`config.mk`:
```
export PLATFORM = sky130hd
export DESIGN_NAME = gpdin
export DESIGN_NICKNAME = d
export VERILOG_FILES = /design/src/rtl/gpdin.sv
export SDC_FILE = /design/constraint.sdc
export NUM_CORES = 1
export LEC_CHECK = 0
export CORE_MARGIN = 1.5
export CORE_UTILIZATION = 50
export CTS_CLUSTER_SIZE = 12
export DETAILED_ROUTE_END_ITERATION = 16
export PLACE_DENSITY_LB_ADDON = 0.12
export SLEW_MARGIN = 25
export SYNTH_ARGS = -nofsm -noshare
export SYNTH_HDL_FRONTEND = slang
export SYNTH_SLANG_ARGS = --single-unit
```
`constraint.sdc`:
```
create_clock -name clk -period 21.5 [get_ports clk]
set_input_delay 4.3 -clock clk [delete_from_list [all_inputs] [get_ports clk]]
set_output_delay 4.3 -clock clk [all_outputs]
set_load 0.03 [all_outputs]
```
`src/rtl/gpdin.sv`:
```
// Memory-mapped general-purpose data input port: synchronized pins, sticky rise/fall flags (W1C), maskable irq.
// Optional debounce filter on the synchronized pins is enabled by defining GPDIN_DEBOUNCE_EN.
module gpdin #(
  parameter int unsigned SYNC_STAGES = 2,
  parameter int unsigned DB_CYCLES   = 16
) (
  input  logic        clk,
  input  logic        reset,
  input  logic        en,
  input  logic [3:0]  wen,
  input  logic [1:0]  addr,
  input  logic [31:0] din,
  input  logic [31:0] dinFromEdge,
  output logic [31:0] rdata,
  output logic        irq
);

  localparam int unsigned W  = 32;
  localparam int unsigned CW = 8;
  localparam int unsigned AW = $clog2(SYNC_STAGES + DB_CYCLES + 3);
`ifdef GPDIN_DEBOUNCE_EN
  // Hold flags off until the debounced path has settled, so pins high in reset raise no flag.
  localparam int unsigned ARM_CYCLES = SYNC_STAGES + DB_CYCLES + 2;
`else
  localparam int unsigned ARM_CYCLES = SYNC_STAGES + 1;
`endif

  localparam logic [1:0] A_DATA  = 2'd0;
  localparam logic [1:0] A_RISE  = 2'd1;
  localparam logic [1:0] A_FALL  = 2'd2;
  localparam logic [1:0] A_IRQEN = 2'd3;

  // Byte reversal between pin order and bus order; it is its own inverse.
  function automatic logic [W-1:0] sw(input logic [W-1:0] x);
    return {x[7:0], x[15:8], x[23:16], x[31:24]};
  endfunction

  logic [W-1:0] sync_q [SYNC_STAGES];
  logic [W-1:0] sync;
  logic [W-1:0] stable;
  logic [W-1:0] prev_q;
  logic [W-1:0] rise_q, rise_d;
  logic [W-1:0] fall_q, fall_d;
  logic [W-1:0] irqen_q, irqen_d;
  logic [W-1:0] wmask, wdata, rd_mux;
  logic [AW-1:0] arm_cnt;
  logic          armed;
  logic          wr, rd;

  always_ff @(posedge clk or posedge reset) begin
    if (reset) begin
      for (int i = 0; i < int'(SYNC_STAGES); i++) sync_q[i] <= '0;
    end else begin
      sync_q[0] <= dinFromEdge;
      for (int i = 1; i < int'(SYNC_STAGES); i++) sync_q[i] <= sync_q[i-1];
    end
  end

  assign sync = sync_q[SYNC_STAGES-1];

`ifdef GPDIN_DEBOUNCE_EN
  logic [W-1:0]  stable_q, sync_d;
  logic [CW-1:0] db_cnt;

  // One shared stability counter: any change on any synchronized pin restarts the window.
  always_ff @(posedge clk or posedge reset) begin
    if (reset) begin
      stable_q <= '0;
      sync_d   <= '0;
      db_cnt   <= '0;
    end else begin
      sync_d <= sync;
      if (sync != sync_d) begin
        db_cnt <= '0;
      end else begin
        if (db_cnt != CW'(DB_CYCLES)) db_cnt <= db_cnt + CW'(1);
        if (db_cnt == CW'(DB_CYCLES - 1)) stable_q <= sync;
      end
    end
  end

  assign stable = stable_q;
`else
  assign stable = sync;
`endif

  always_ff @(posedge clk or posedge reset) begin
    if (reset) begin
      arm_cnt <= '0;
      armed   <= 1'b0;
    end else if (!armed) begin
      arm_cnt <= arm_cnt + AW'(1);
      armed   <= (arm_cnt == AW'(ARM_CYCLES - 1));
    end
  end

  assign wr    = en & (|wen);
  assign rd    = en & ~(|wen);
  assign wmask = {{8{wen[0]}}, {8{wen[1]}}, {8{wen[2]}}, {8{wen[3]}}};
  assign wdata = sw(din) & wmask;

  // Next flag/enable state; a new edge wins over a same-cycle W1C.
  always_comb begin
    rise_d  = rise_q;
    fall_d  = fall_q;
    irqen_d = irqen_q;
    if (wr && addr == A_RISE) rise_d = rise_d & ~wdata;
    if (wr && addr == A_FALL) fall_d = fall_d & ~wdata;
    if (wr && addr == A_IRQEN) irqen_d = (irqen_q & ~wmask) | wdata;
    if (armed) begin
      rise_d = rise_d | (stable & ~prev_q);
      fall_d = fall_d | (~stable & prev_q);
    end
  end

  always_comb begin
    rd_mux = sw(stable);
    case (addr)
      A_DATA:  rd_mux = sw(stable);
      A_RISE:  rd_mux = sw(rise_q);
      A_FALL:  rd_mux = sw(fall_q);
      A_IRQEN: rd_mux = sw(irqen_q);
      default: rd_mux = sw(stable);
    endcase
  end

  always_ff @(posedge clk or posedge reset) begin
    if (reset) begin
      prev_q  <= '0;
      rise_q  <= '0;
      fall_q  <= '0;
      irqen_q <= '0;
      rdata   <= '0;
      irq     <= 1'b0;
    end else begin
      prev_q  <= stable;
      rise_q  <= rise_d;
      fall_q  <= fall_d;
      irqen_q <= irqen_d;
      irq     <= |((rise_q | fall_q) & irqen_q);
      if (rd) rdata <= rd_mux;
    end
  end

endmodule
```
==> flow_summary.ini <==
[run_status]
outcome = finished, final reports clean

[sta]
whs_ns = 0.347
maxSlewViolCount = 0
slew_headroom_pct = 42.8
max_freq_mhz = 161
max_slew.worst_pin.slew_ns = 0.855
tns_ns = 0
rsz0062_at_grt = false
hold_violations = 0
finalWorstSetupSlack_ns = 15.30
setup_violations = 0
fin_crit_sh_pct = 28.8
skew_ns = 0.00721
fin_crit_ns = 6.20

[worst_setup_path]
required_ns = 21.88
end_kind = register
critPathMaxFanout = 19
critPathLaunchType = input port
crit_type = input port to register
worstPathArrival_ns = 6.58

[die]
pin_count = 106
fp.dieH_um = 138
start_util_pct = 51.0
die_w_um = 138
row_count = 49
core_mm2 = 0.0180
die_area_mm2 = 0.0191

[finish]
mostFrequentLayoutCell = dfrtp_1
fin_area_mm2 = 0.0111
drive_gt1_share_pct = 20.6
multi_input_area_mm2 = 0.00311
final_cell_mix = 230 x dfrtp_1, 117 x nand2_1, 103 x clkdlybuf4s50_1
n_fill_cell = 1331
fin_nets = 809
area_growth_pct = 21.0
regArea_mm2 = 0.00578
diodes = 0

[clocking]
cts_htree_levels = 1
cts_made_buffers = 25
post_cts_buffers = 0
cts_hold_buf = 0
tritoncts = yes
cts-root-buf = clkbuf_16
clkTransAtPathRegs_ns = 0.06
clock_sinks = 231
cts.repair.resized = 0
clk_latency_ns = 0.50
clockBufferDepth = 3

[placed_design]
gp_congestion = 0.775
place_ws_ns = 14.77
dp_hpwl_um = 12800
portBuffers = 105
dpl_cell_area_mm2 = 0.0103

[global_routing]
use_met2_pct = 36.3
grt_pass1_vias = 5943
grt_pass1_wl_um = 32600
gr-usage-met3_pct = 3.91
antenna_found_initial = 0
grt_start_max_net_pins = 150
grt_util_all_layers_pct = 21.4
use_met1_pct = 29.1
top_usage_layer = met2
gr-total-overflow = 0

[logic_synthesis]
synth_compound_area_share_pct = 8.15
synth_top_family_by_area = multiplexers
yosys.area_share.simple_pct = 7.95
synth_nets = 693
synth_top_cell_by_area = dfrtp_1
yosys.area.top_type_share_pct = 63.1
syn_inst = 618
yosysWarnings = 0
synth.avg_cell_area_um2 = 14.8
synthAdderAreaFrac_pct = 0.273
synth.distinct_cells = 28
synth_area_mm2 = 0.00916
synthMuxAreaShare_pct = 17.1
ys_seq_elements = 231
synth.area.top_cells = dfrtp_1 63%, mux4_2 7.9%, mux2_4 5.6%, nand2_1 4.8%, o2bb2ai_1 4.5%
synthXorXnorAreaFrac_pct = 0.382
seq_area_frac_synth_pct = 63.1

[power_and_ir_drop]
peakVddDrop_v = 0.0000671
power_density_mw_per_mm2 = 99.5
pwr-share-seq_pct = 47.2
clock_power_share_pct = 35.4
intPower_mw = 0.814
p_leak_nw = 4.57
netSwitchingPower_mw = 0.289
sw_frac_of_total_pct = 26.2
p_comb_share_pct = 17.4

[drt]
dr_total_vias = 5600
via_per_inst = 5.73
drc = 0
dr.first_iter.drc_count = 276
drt_pass1_iterations = 5
routed_wl_um = 20000
ant_nets = 0
wl_per_cell_um = 20.5

[run]
cap_violations = 0

[worst_hold_path]
worstHoldPathType = register to register
[power by group through the flow]
stage          Clock (mW)  Sequential (mW)  Combinational (mW)
6_report            0.391            0.520               0.192
5_1_grt             0.421            0.526               0.204
4_1_cts             0.399            0.520               0.195
3_5_place_dp            0            0.526               0.194
3_3_place_gp            0            0.524               0.190
2_1_floorplan           0            0.553              0.0839
[synth_stat cells]
cell / count
dfrtp_1: 231
clkbuf_1: 8
mux2_2: 30
and2_1: 1
o2bb2ai_1: 47
or2_2: 1
nand2_1: 117
xnor2_1: 4
mux4_2: 32
nand4_1: 8
nand2b_1: 1
buf_12: 5
a32o_1: 17
nor2_4: 4
nor4_1: 3
nor2_2: 1
nand4_4: 4
ha_1: 2
mux2_4: 34
buf_2: 2
inv_1: 19
nand2b_4: 2
nand4b_1: 2
nor2_1: 3
buf_6: 5
nor4b_1: 1
o21ai_0: 33
buf_4: 1
[final timing paths]
kind | startpoint | to | slack, ns | cells after the start
hold / removal | sync_q[57] | stable[25] | 0.35 | 0
max in group asynchronous | reset | prev_q[28] | 15.96 | 3
setup / recovery | en | rdata[29] | 15.30 | 4
min in group asynchronous | reset | stable[20] | 4.34 | 2
hold reg to reg | sync_q[57] | stable[25] | 0.35 | 0
setup reg to reg | armed | arm_cnt[3] | 19.79 | 3
[area by class of cell]
type                       instances  area share, %
multi-input combinational        347           28.0
clock inverter                     6          0.271
inverter                          19          0.756
clock buffer                      35           6.43
timing repair buffer             110           9.77
tap                              229           2.59
sequential                       231           52.2
[worst max-delay path: stages]
cell	delay (ns)
clkdlybuf4s50_1	0.80
and2_2	0.60
buf_4	0.48
mux2_2	0.40
[cells by family (layout without fill, tap and decap cells)]
kind of cell,Yosys count,count (layout)
buffers and inverters,40,170
AOI/OAI and AO/OA,97,97
muxes,96,96
and+or+nand+nor,148,148
adders and majority gates,2,2
xor gates and xnor gates,4,4
DFF,231,231
[per-layer routing]
metal  vias up  routed length [um]
met1      2953                8660
met3        30                 885
met4         0                 382
li1       2470                   -
met5         -                   0
met2       147               10100
[metrics by stage]
| stage | instances | util [%] | total power [mW] |
|---|---|---|---|
| after global routing | 977 | 61.7 | 1.15 |
| final | 977 | 61.7 | 1.10 |
| after global placement | 936 | 57.5 | 0.714 |
| after floorplan | 618 | - | 0.637 |
| after CTS | 977 | 61.6 | 1.11 |
| after detailed placement | 936 | 57.5 | 0.721 |
No activity file was read; power rests on OpenSTA's default activity.
